===== config.mk =====
export PLATFORM = sky130hd
export DESIGN_NAME = motor_bridge_drv
export DESIGN_NICKNAME = d
export VERILOG_FILES = /design/src/rtl/motor_bridge_drv.sv
export SDC_FILE = /design/constraint.sdc
export NUM_CORES = 1
export LEC_CHECK = 0
export BUFFER_PORTS_ARGS = -buffer_cell sky130_fd_sc_hd__buf_4
export CORE_MARGIN = 4
export CORE_UTILIZATION = 50
export DETAILED_ROUTE_END_ITERATION = 16
export GPL_TIMING_DRIVEN = 0
export PLACE_DENSITY_LB_ADDON = 0.2
export SYNTH_ARGS = -nofsm -noshare
export SYNTH_HDL_FRONTEND = slang
export SYNTH_SLANG_ARGS = --single-unit
export TNS_END_PERCENT = 1

===== constraint.sdc =====
create_clock -name clk -period 4.8 [get_ports clk]
set_input_delay 0.48 -clock clk [delete_from_list [all_inputs] [get_ports clk]]
set_output_delay 0.48 -clock clk [all_outputs]
set_load 0.03 [all_outputs]

===== src/rtl/motor_bridge_drv.sv =====
// motor_bridge_drv
//   Turns the 2-bit obstacle-avoidance motor command into direction and PWM
//   enable signals for a dual H-bridge. Duty ramps up and down between
//   commands. A dead-time interval is inserted before a wheel is re-driven
//   from rest or reversed.
//
//   Ports
//     clk   system clock
//     rst   asynchronous, active-low reset
//     cmd   motor command: 11 fwd, 10 pivot left, 01 pivot right, 00 stop
//     in1   left bridge A          in2  left bridge B
//     in3   right bridge A         in4  right bridge B
//     ena   left PWM enable        enb  right PWM enable
//     busy  high while ramping or in dead-time
//
//   Build option
//     MOTOR_BRAKE_EN  when defined, STOP drives active short-brake
//                     (in1..in4 = 1, ena = enb = 1). Otherwise STOP coasts
//                     with all outputs at 0.
module motor_bridge_drv #(
  parameter int PWM_PERIOD = 1000,
  parameter int DUTY_MAX   = 900,
  parameter int RAMP_STEP  = 10,
  parameter int RAMP_TICK  = 50000,
  parameter int DEAD_CYC   = 500000
) (
  input  logic       clk,
  input  logic       rst,
  input  logic [1:0] cmd,
  output logic       in1,
  output logic       in2,
  output logic       in3,
  output logic       in4,
  output logic       ena,
  output logic       enb,
  output logic       busy
);

  localparam int DW = $clog2(PWM_PERIOD + 1);
  localparam int TW = (RAMP_TICK > 1) ? $clog2(RAMP_TICK) : 1;
  localparam int KW = (DEAD_CYC > 1) ? $clog2(DEAD_CYC) : 1;

  localparam logic [DW-1:0] DUTY_MAX_C = DW'(DUTY_MAX);
  localparam logic [DW-1:0] STEP_C     = DW'(RAMP_STEP);
  localparam logic [DW-1:0] PWM_LAST   = DW'(PWM_PERIOD - 1);
  localparam logic [TW-1:0] TICK_LAST  = TW'(RAMP_TICK - 1);
  localparam logic [KW-1:0] DEAD_LAST  = KW'(DEAD_CYC - 1);

  typedef enum logic [2:0] {
    ST_STOP,
    ST_DEAD,
    ST_RAMP_UP,
    ST_RUN,
    ST_RAMP_DN
  } state_t;

  state_t          state, state_nxt;
  logic [1:0]      cmd_q;
  logic [1:0]      cur_cmd;
  logic [DW-1:0]   duty, duty_sh, pwm_cnt;
  logic [TW-1:0]   tick_cnt;
  logic [KW-1:0]   dead_cnt;
  logic            tick, dead_done, stay;
  logic [DW:0]     up_sum;
  logic [DW-1:0]   duty_up, duty_dn;
  logic [3:0]      dir_d;
  logic            en_d, busy_d;

  assign tick      = (tick_cnt == TICK_LAST);
  assign dead_done = (dead_cnt == DEAD_LAST);
  assign stay      = (state_nxt == state);

  // Saturating ramp arithmetic. The sum is one bit wider so it cannot wrap.
  assign up_sum  = {1'b0, duty} + (DW + 1)'(RAMP_STEP);
  assign duty_up = (up_sum >= (DW + 1)'(DUTY_MAX)) ? DUTY_MAX_C : up_sum[DW-1:0];
  assign duty_dn = (duty <= STEP_C) ? '0 : duty - STEP_C;

  // NOTE: sequential state uses non-blocking (<=) so every register samples
  // the pre-edge values, independent of the order the blocks are evaluated.
  always_ff @(posedge clk or negedge rst) begin
    if (!rst) cmd_q <= 2'b00;
    else      cmd_q <= cmd;
  end

  always_ff @(posedge clk or negedge rst) begin
    if (!rst) state <= ST_STOP;
    else      state <= state_nxt;
  end

  // NOTE: every combinational output gets a default first, so no path
  // through the case leaves it unassigned and no latch is inferred.
  always_comb begin
    state_nxt = state;
    unique case (state)
      ST_STOP:    if (cmd_q != 2'b00) state_nxt = ST_DEAD;
      ST_DEAD: begin
        if (cmd_q == 2'b00) state_nxt = ST_STOP;
        else if (dead_done) state_nxt = ST_RAMP_UP;
      end
      ST_RAMP_UP: begin
        if (cmd_q != cur_cmd)        state_nxt = ST_RAMP_DN;
        else if (duty == DUTY_MAX_C) state_nxt = ST_RUN;
      end
      ST_RUN:     if (cmd_q != cur_cmd) state_nxt = ST_RAMP_DN;
      ST_RAMP_DN: begin
        if (cmd_q == cur_cmd) state_nxt = ST_RAMP_UP;
        else if (duty == '0)  state_nxt = (cmd_q == 2'b00) ? ST_STOP : ST_DEAD;
      end
      default:    state_nxt = ST_STOP;
    endcase
  end

  // Ramp/dead timers, duty and latched direction. The tick counter restarts
  // on any state change, so the first step of a ramp is a full tick away.
  // A step is not applied on a cycle that also leaves the state.
  // NOTE: every counter has an async reset so a mid-run reset restarts
  // cleanly from STOP with no stale timing.
  always_ff @(posedge clk or negedge rst) begin
    if (!rst) begin
      tick_cnt <= '0;
      dead_cnt <= '0;
      duty     <= '0;
      cur_cmd  <= 2'b00;
    end else begin
      if (!stay || tick) tick_cnt <= '0;
      else               tick_cnt <= tick_cnt + 1'b1;

      if (state_nxt == ST_DEAD && state != ST_DEAD) dead_cnt <= '0;
      else if (state == ST_DEAD)                    dead_cnt <= dead_cnt + 1'b1;

      unique case (state)
        ST_STOP:    duty <= '0;
        ST_RAMP_UP: if (tick && stay) duty <= duty_up;
        ST_RUN:     duty <= DUTY_MAX_C;
        ST_RAMP_DN: if (tick && stay) duty <= duty_dn;
        default:    duty <= duty;
      endcase

      if (state == ST_DEAD && state_nxt == ST_RAMP_UP) cur_cmd <= cmd_q;
    end
  end

  // PWM carrier. The shadow duty changes only at the period boundary, so a
  // ramp step never produces a truncated or doubled pulse.
  always_ff @(posedge clk or negedge rst) begin
    if (!rst) begin
      pwm_cnt <= '0;
      duty_sh <= '0;
    end else begin
      pwm_cnt <= (pwm_cnt == PWM_LAST) ? '0 : pwm_cnt + 1'b1;
      if (pwm_cnt == PWM_LAST) duty_sh <= duty;
    end
  end

  always_comb begin
    dir_d  = 4'b0000;
    en_d   = 1'b0;
    busy_d = 1'b0;
    unique case (state)
      ST_STOP: begin
`ifdef MOTOR_BRAKE_EN
        dir_d = 4'b1111;
        en_d  = 1'b1;
`else
        dir_d = 4'b0000;
        en_d  = 1'b0;
`endif
      end
      ST_DEAD: busy_d = 1'b1;
      ST_RAMP_UP, ST_RUN, ST_RAMP_DN: begin
        busy_d = (state != ST_RUN);
        en_d   = (pwm_cnt < duty_sh);
        unique case (cur_cmd)
          2'b11:   dir_d = 4'b1010;
          2'b10:   dir_d = 4'b0110;
          2'b01:   dir_d = 4'b1001;
          default: dir_d = 4'b0000;
        endcase
      end
      default: ;
    endcase
  end

  // Registered outputs: glitch-free to the bridge, cleared asynchronously.
  always_ff @(posedge clk or negedge rst) begin
    if (!rst) begin
      {in1, in2, in3, in4} <= 4'b0000;
      ena  <= 1'b0;
      enb  <= 1'b0;
      busy <= 1'b0;
    end else begin
      {in1, in2, in3, in4} <= dir_d;
      ena  <= en_d;
      enb  <= en_d;
      busy <= busy_d;
    end
  end

endmodule


=== Word-level counts from Yosys, hierarchy flattened ===
Cells that the tools add are included.

* Register bits: 78
* Bits in latches: 0
* RAM bits: 0
* ROM bits: 0
* Output and inout port bits: 7
* Logic and storage cells: 78
* Memories: 0

* $add $sub $neg: 5
* $mul: 0
* Divide/modulo/power cells: 0
* Order comparisons: 3
* Equal/unequal tests: 20
* Shift-type cells: 0
* Mux-type cells: 23
* Bitwise operators: 0
* Reductions and logical operators: 13

{| class="wikitable"
|+ Operators by type and width
! operator !! number
|-
| 10-bit two-way mux || 5
|-
| 10-bit case mux with 4 select lines || 1
|-
| 19-bit two-way mux || 2
|-
| 3-bit two-way mux || 8
|-
| 10-bit equality test, second input constant || 2
|-
| 19-bit by 1-bit adder with 19-bit output, second input constant || 1
|-
| 19-bit equality test, second input constant || 1
|-
| 16-bit by 1-bit adder with 16-bit output, second input constant || 1
|-
| 16-bit equality test, second input constant || 1
|-
| 16-bit two-way mux || 1
|-
| 3-bit case mux with 5 select lines || 1
|-
| 4-bit case mux with 3 select lines || 1
|-
| 10-bit by 4-bit adder with 11-bit output, second input constant || 1
|-
| 11-bit by 10-bit >= comparator with 1-bit output, second input constant || 1
|-
| 10-bit by 1-bit adder with 10-bit output, second input constant || 1
|-
| 10-bit by 4-bit <= comparator with 1-bit output, second input constant || 1
|-
| 10-bit zero test || 1
|-
| 10-bit less-than comparator || 1
|-
| 10-bit by 4-bit subtractor with 10-bit output, second input constant || 1
|-
| 3-bit by 2-bit equality test with 1-bit output, second input constant || 3
|-
| 3-bit by 1-bit equality test with 1-bit output, second input constant || 2
|-
| 2-bit equality test, second input constant || 2
|-
| 4-bit two-way mux || 1
|-
| 2-bit != test, second input constant || 2
|-
| 18 further kinds || 22
|}

=== Depth between registers and ports, before layout ===
* Depth after elaboration: 9
* Mapped depth: 9
* Mapped depth without buffers: 9

=== Least setup slack after synthesis ===
Ideal clock, no wire load.

* Path kind: reg-to-reg
* From: reg dead_cnt[6]
* To: reg duty[1]
* Arrival: 2.745 ns
* Data required time: 4.675 ns
* Slack: 1.930 ns
* Cell stages (with the launch flop): 9
* Buffers on the path: 1
* Cell sequence: dfrtp_1 -> or4b_1 -> or4_1 -> o21a_1 -> a311oi_4 -> nor3_1 -> or2_1 -> buf_6 -> mux2_4

* Word-level cells in the longest chain between the ends: 8
* Elaborated cells on any way between the ends: 9
* Those cells by class: 4 x eq/ne; 3 x mux; 2 x reduce/logical

{| class="wikitable"
|+ Ends and longest elaborated chain
! what !! line !! source
|-
| start, declared || 62 || <nowiki>logic [KW-1:0] dead_cnt;</nowiki>
|-
| start signal, assigned || 129 || <nowiki>else if (state == ST_DEAD) dead_cnt <= dead_cnt + 1'b1;</nowiki>
|-
| 19-bit equality test * || 70 || <nowiki>assign dead_done = (dead_cnt == DEAD_LAST);</nowiki>
|-
| 3-bit two-way mux * || 98 || <nowiki>else if (dead_done) state_nxt = ST_RAMP_UP;</nowiki>
|-
| 3-bit two-way mux * || 97 || <nowiki>if (cmd_q == 2'b00) state_nxt = ST_STOP;</nowiki>
|-
| 3-bit case mux with 5 select lines * || 94 || <nowiki>unique case (state)</nowiki>
|-
| 3-bit equality test * || 71 || <nowiki>assign stay = (state_nxt == state);</nowiki>
|-
| 1-bit logical AND * || 133, 135 ||
|-
| 2-bit != test (no source line) || n/a ||
|-
| 3-bit AND reduction (no source line) * || n/a ||
|-
| end signal, assigned || 133 || <nowiki>ST_RAMP_UP: if (tick && stay) duty <= duty_up;</nowiki>
|-
| end signal, assigned || 135 || <nowiki>ST_RAMP_DN: if (tick && stay) duty <= duty_dn;</nowiki>
|-
| end signal, assigned || 136 || <nowiki>default: duty <= duty;</nowiki>
|-
| end, declared || 60 || <nowiki>logic [DW-1:0] duty, duty_sh, pwm_cnt;</nowiki>
|}

Every way passes the cells marked *; elsewhere a longest branch is shown, timed or not.
A chain may end at the register's enable or synchronous reset.

=== Worst setup path after layout ===
* From: reg duty[7]
* To: reg duty[1]

* Word-level cells in the longest chain between the ends: 8
* Elaborated cells on any way between the ends: 20
* Those cells by class: 1 x add/sub; 2 x order compare; 4 x eq/ne; 10 x mux; 3 x reduce/logical

{| class="wikitable"
|+ Ends and longest elaborated chain
! what
|-
| parallel branches: the longest is 8 deep, another holds 10-bit by 4-bit adder with 11-bit output
|}

Several ways; the timed one is not identified. The select of a mux whose other input is x is not followed.

==> metrics.md <==
| Metric | Value |
|---|---|
| Core area | 0.008175 sq mm |
| Crit path time final | roughly 3500 ps |
| Post-synth top area share | 0.4544 |
| Clk buf depth | 2 |
| Critical path peak fanout | 10 |
| Critical setup path kind | register to register |
| Post-CTS setup buffer count | 0 |
| Wirelength per Cell | 14.12 um |
| Crit-path slowest cell | nor3_1 |
| Worst rel slew slack | 0.2516 |
| Cell variety after synth | 59 |
| Clock root buffer | clkbuf_8 |
| Final setup vio count | 0 |
| Reg clk slew, reported paths | ~80 ps |
| Startpoint Class | register |
| Crit-path leading delay family | simple AND/OR/NAND/NOR gates |
| Vias in the first global route | 3,114 |
| Crit path top cell by count | nor3_1 |
| CTS Buf Count | 9 |
| Top cells by area, synth | dfrtp_1, nand2_1, ha_1, nor2_1, xnor2_1 |
| Worst r2r dst | duty[1] |
| Initial DRC count | 155 |
| Hold Startpoint | cmd[1] |
| Largest net degree at the start of global routing | slightly below 80 |
| Peak VDD IR | ~0.21 mV |
| Final clock skew | 9.117 ps |
| FP Rows | 33 |
| Post-route clock period utilization | 0.7284 |
| CTS tree | done |
| Via-to-Cell Ratio | 5.626 |
| FFs w/ async S/R, synth | 1.000 |
| Die H | about 100 um |
| Final GP Congestion | 0.9212 |
| Seq/Total Area, Yosys | 0.4544 |
| R2r startpoint | duty[7] |
| Worst-Skew Late Latency | 350 ps |
| Flop and latch count out of synthesis | 76 |
| Post-synth EDFFs | 0 |
| Drt first pass iters | 4 |
| Placement Cell Area | about 0.0044 sq mm |
| WP buf/inv | 2 |
| Routed wire length | 8148 um |
| R2R cell count | 9 |
| Top FF cell, synth | dfrtp_1 |
| I/O pins | 11 |
| Achievable frequency | 0.2860 GHz |
| Sink Count | 76 |
| Via count | ~3.2k |
| TNS Setup | 0 ps |
| Layout cell share with drive strength beyond 1 | 0.08475 |
| Global-route wire length before repair | 14,500 um |
| Synth area leader | dfrtp_1 |
| PD cells | about 340 mW/mm^2 |
| ANT nets after route | 0 |
| Gr usage total | 0.1796 |
| Max Slew Vio Count | 0 |
| Syn nets | 465 |
| Hold Path Cell Cnt | 1 |
| Leak | 1.951 nW |
| RSZ-0062 raised after global routing | no |
| Antenna violations before repair | 0 |
| WP depth | 9 |
| Commonest non-fill, non-tap cell in the layout | dfrtp_1 |
| CP required | 5040 ps |
| DRC viols | 0 |
| Worst Tran Pin Value | roughly 1100 ps |
| Worst EP arrival | 3730 ps |
| Initial Utilization | 0.5119 |
| Die footprint | 0.009898 sq mm |
| CP endpoint kind | register |
| # H-tree levels | 3 |
| DIE WIDTH | 99.49 um |
| CP peak stage delay | 740 ps |
| Final instance area | 0.004592 sq mm |
| Syn Std Cell Area | roughly 0.0042 sq mm |
| Reg2Reg Setup Slack | 1300 ps |
| Worst-path cell chain | clkbuf_1 > nor3_1 > and4_1 > a31oi_1 > a311oi_4 > nor3_1 > or2_1 > buf_6 > mux2_4 |
| Status | finished, final reports clean |
| Setup crit start | duty[7] |
| Area growth syn-to-layout | 9.716% |
| Layout Nets | 486 |
| Post-DP HPWL | 5795 um |
| Final Hold Fails | 0 |
| CTS Hold Bufs | 0 |
| Commonest non-fill, non-tap cells in the layout | dfrtp_1, nand2_1, nor2_1 |
| Max-cap violations | 0 |
| Synth Instances | around 450 |
| Worst min-delay path endpoint | cmd_q[1] |
| Total gr overflow | 0 |
| Cts repair resizes | 0 |
| I/O Buffers | 10 |
| Syn. warnings | 0 |
| Worst hold path type | primary input to register |
| Syn_area_per_cell | between 9 and 10 sq um |
| Antenna diodes | 0 |
[through the flow]
stage               cells    util  total power [mW]  hold slack, ps  setup slack (ps)
CTS                   577  0.5617             1.581           221.9              1303
global route          577  0.5617             1.651           229.8              1052
finish                577  0.5617             1.561           236.9              1304
floorplan             446       -            0.9848           184.4              1930
detailed placement    561  0.5372             1.079           455.8              1305
global placement      561  0.5372             1.070           448.9              1354
[worst max-delay path by stage]
| stage | end | slack [ps] |
|---|---|---|
| 2_1_floorplan | duty[1] | 1930 |
| 3_3_place_gp | duty[2] | 1350 |
| 3_5_place_dp | duty[1] | 1300 |
| 4_1_cts | duty[1] | 1300 |
| 5_1_grt | duty[2] | 1050 |
| 6_report | duty[1] | 1300 |
[layout make-up]
type,instances,area [sq um]
Inverter,19,71.32
Timing Repair Buffer,10,75.07
Buffer,20,86.33
Tap cell,105,131.4
Sequential cell,76,1902
Clock inverter,5,58.81
Clock buffer,11,141.4
Fill cell,762,3583
Multi-Input combinational cell,331,2126
[metal layers]
layer | vias up | part of all wire | GRT usage | routed length, um
met3 | 13 | 0.025 | 0.02525 | 207
met2 | 54 | 0.43 | 0.2634 | 3522
met4 | 0 | 0.022 | 0.08088 | 178
met5 | - | 0 | 0 | 0
li1 | 1631 | - | - | -
met1 | 1548 | 0.52 | 0.2647 | 4239
[cells in the mapped netlist (2+ instances only)]
cell,instances
o221ai_1,2
a22o_1,4
and3_1,9
or4_1,2
nand2b_1,2
nor2_1,42
nor3_1,12
a211oi_1,3
o211ai_1,5
xor2_1,10
and2_1,6
a2bb2oi_1,2
nor2b_1,7
o41ai_1,2
nand3_1,24
nand4_1,7
a21oi_1,7
clkbuf_1,17
nor4b_1,3
o31ai_1,3
ha_1,15
o21a_1,7
or4b_1,2
or2_2,2
a31oi_1,3
xnor2_1,17
or3_1,4
dfrtp_1,76
a21o_1,4
o22ai_1,2
o21ai_0,28
mux2i_1,8
nor4_1,7
o21bai_1,2
inv_1,19
o31a_1,2
mux2_4,2
nand2_1,52
mux2_2,5
[where the power goes]
part	internal (mW)	leakage, nW	switching [mW]	total (mW)
Sequential	0.682	1.03	0.0314	0.713
Combinational	0.127	0.829	0.225	0.352
Clock	0.256	0.0959	0.241	0.496
[logic make-up (layout without fill, tap and decap cells)]
logic type,after synthesis,count (layout),synth area share
compound gates,88,88,0.1489
xor+xnor,27,27,0.05650
simple gates,186,186,0.2179
flops,76,76,0.4544
buf+inv,39,65,0.03767
fa+ha+maj,15,15,0.04484
mux,15,15,0.03976
[registers in the layout, summed over array words and instances (netlist names)]
name and flops:
duty_sh 9, in4 1, busy 1, state 3
cmd_q 2, cur_cmd 2, duty 9, tick_cnt 16
in2 1, in1 1, pwm_cnt 10, in3 1
dead_cnt 19, enb 1
Note: power is estimated with default switching activity, not from simulation.
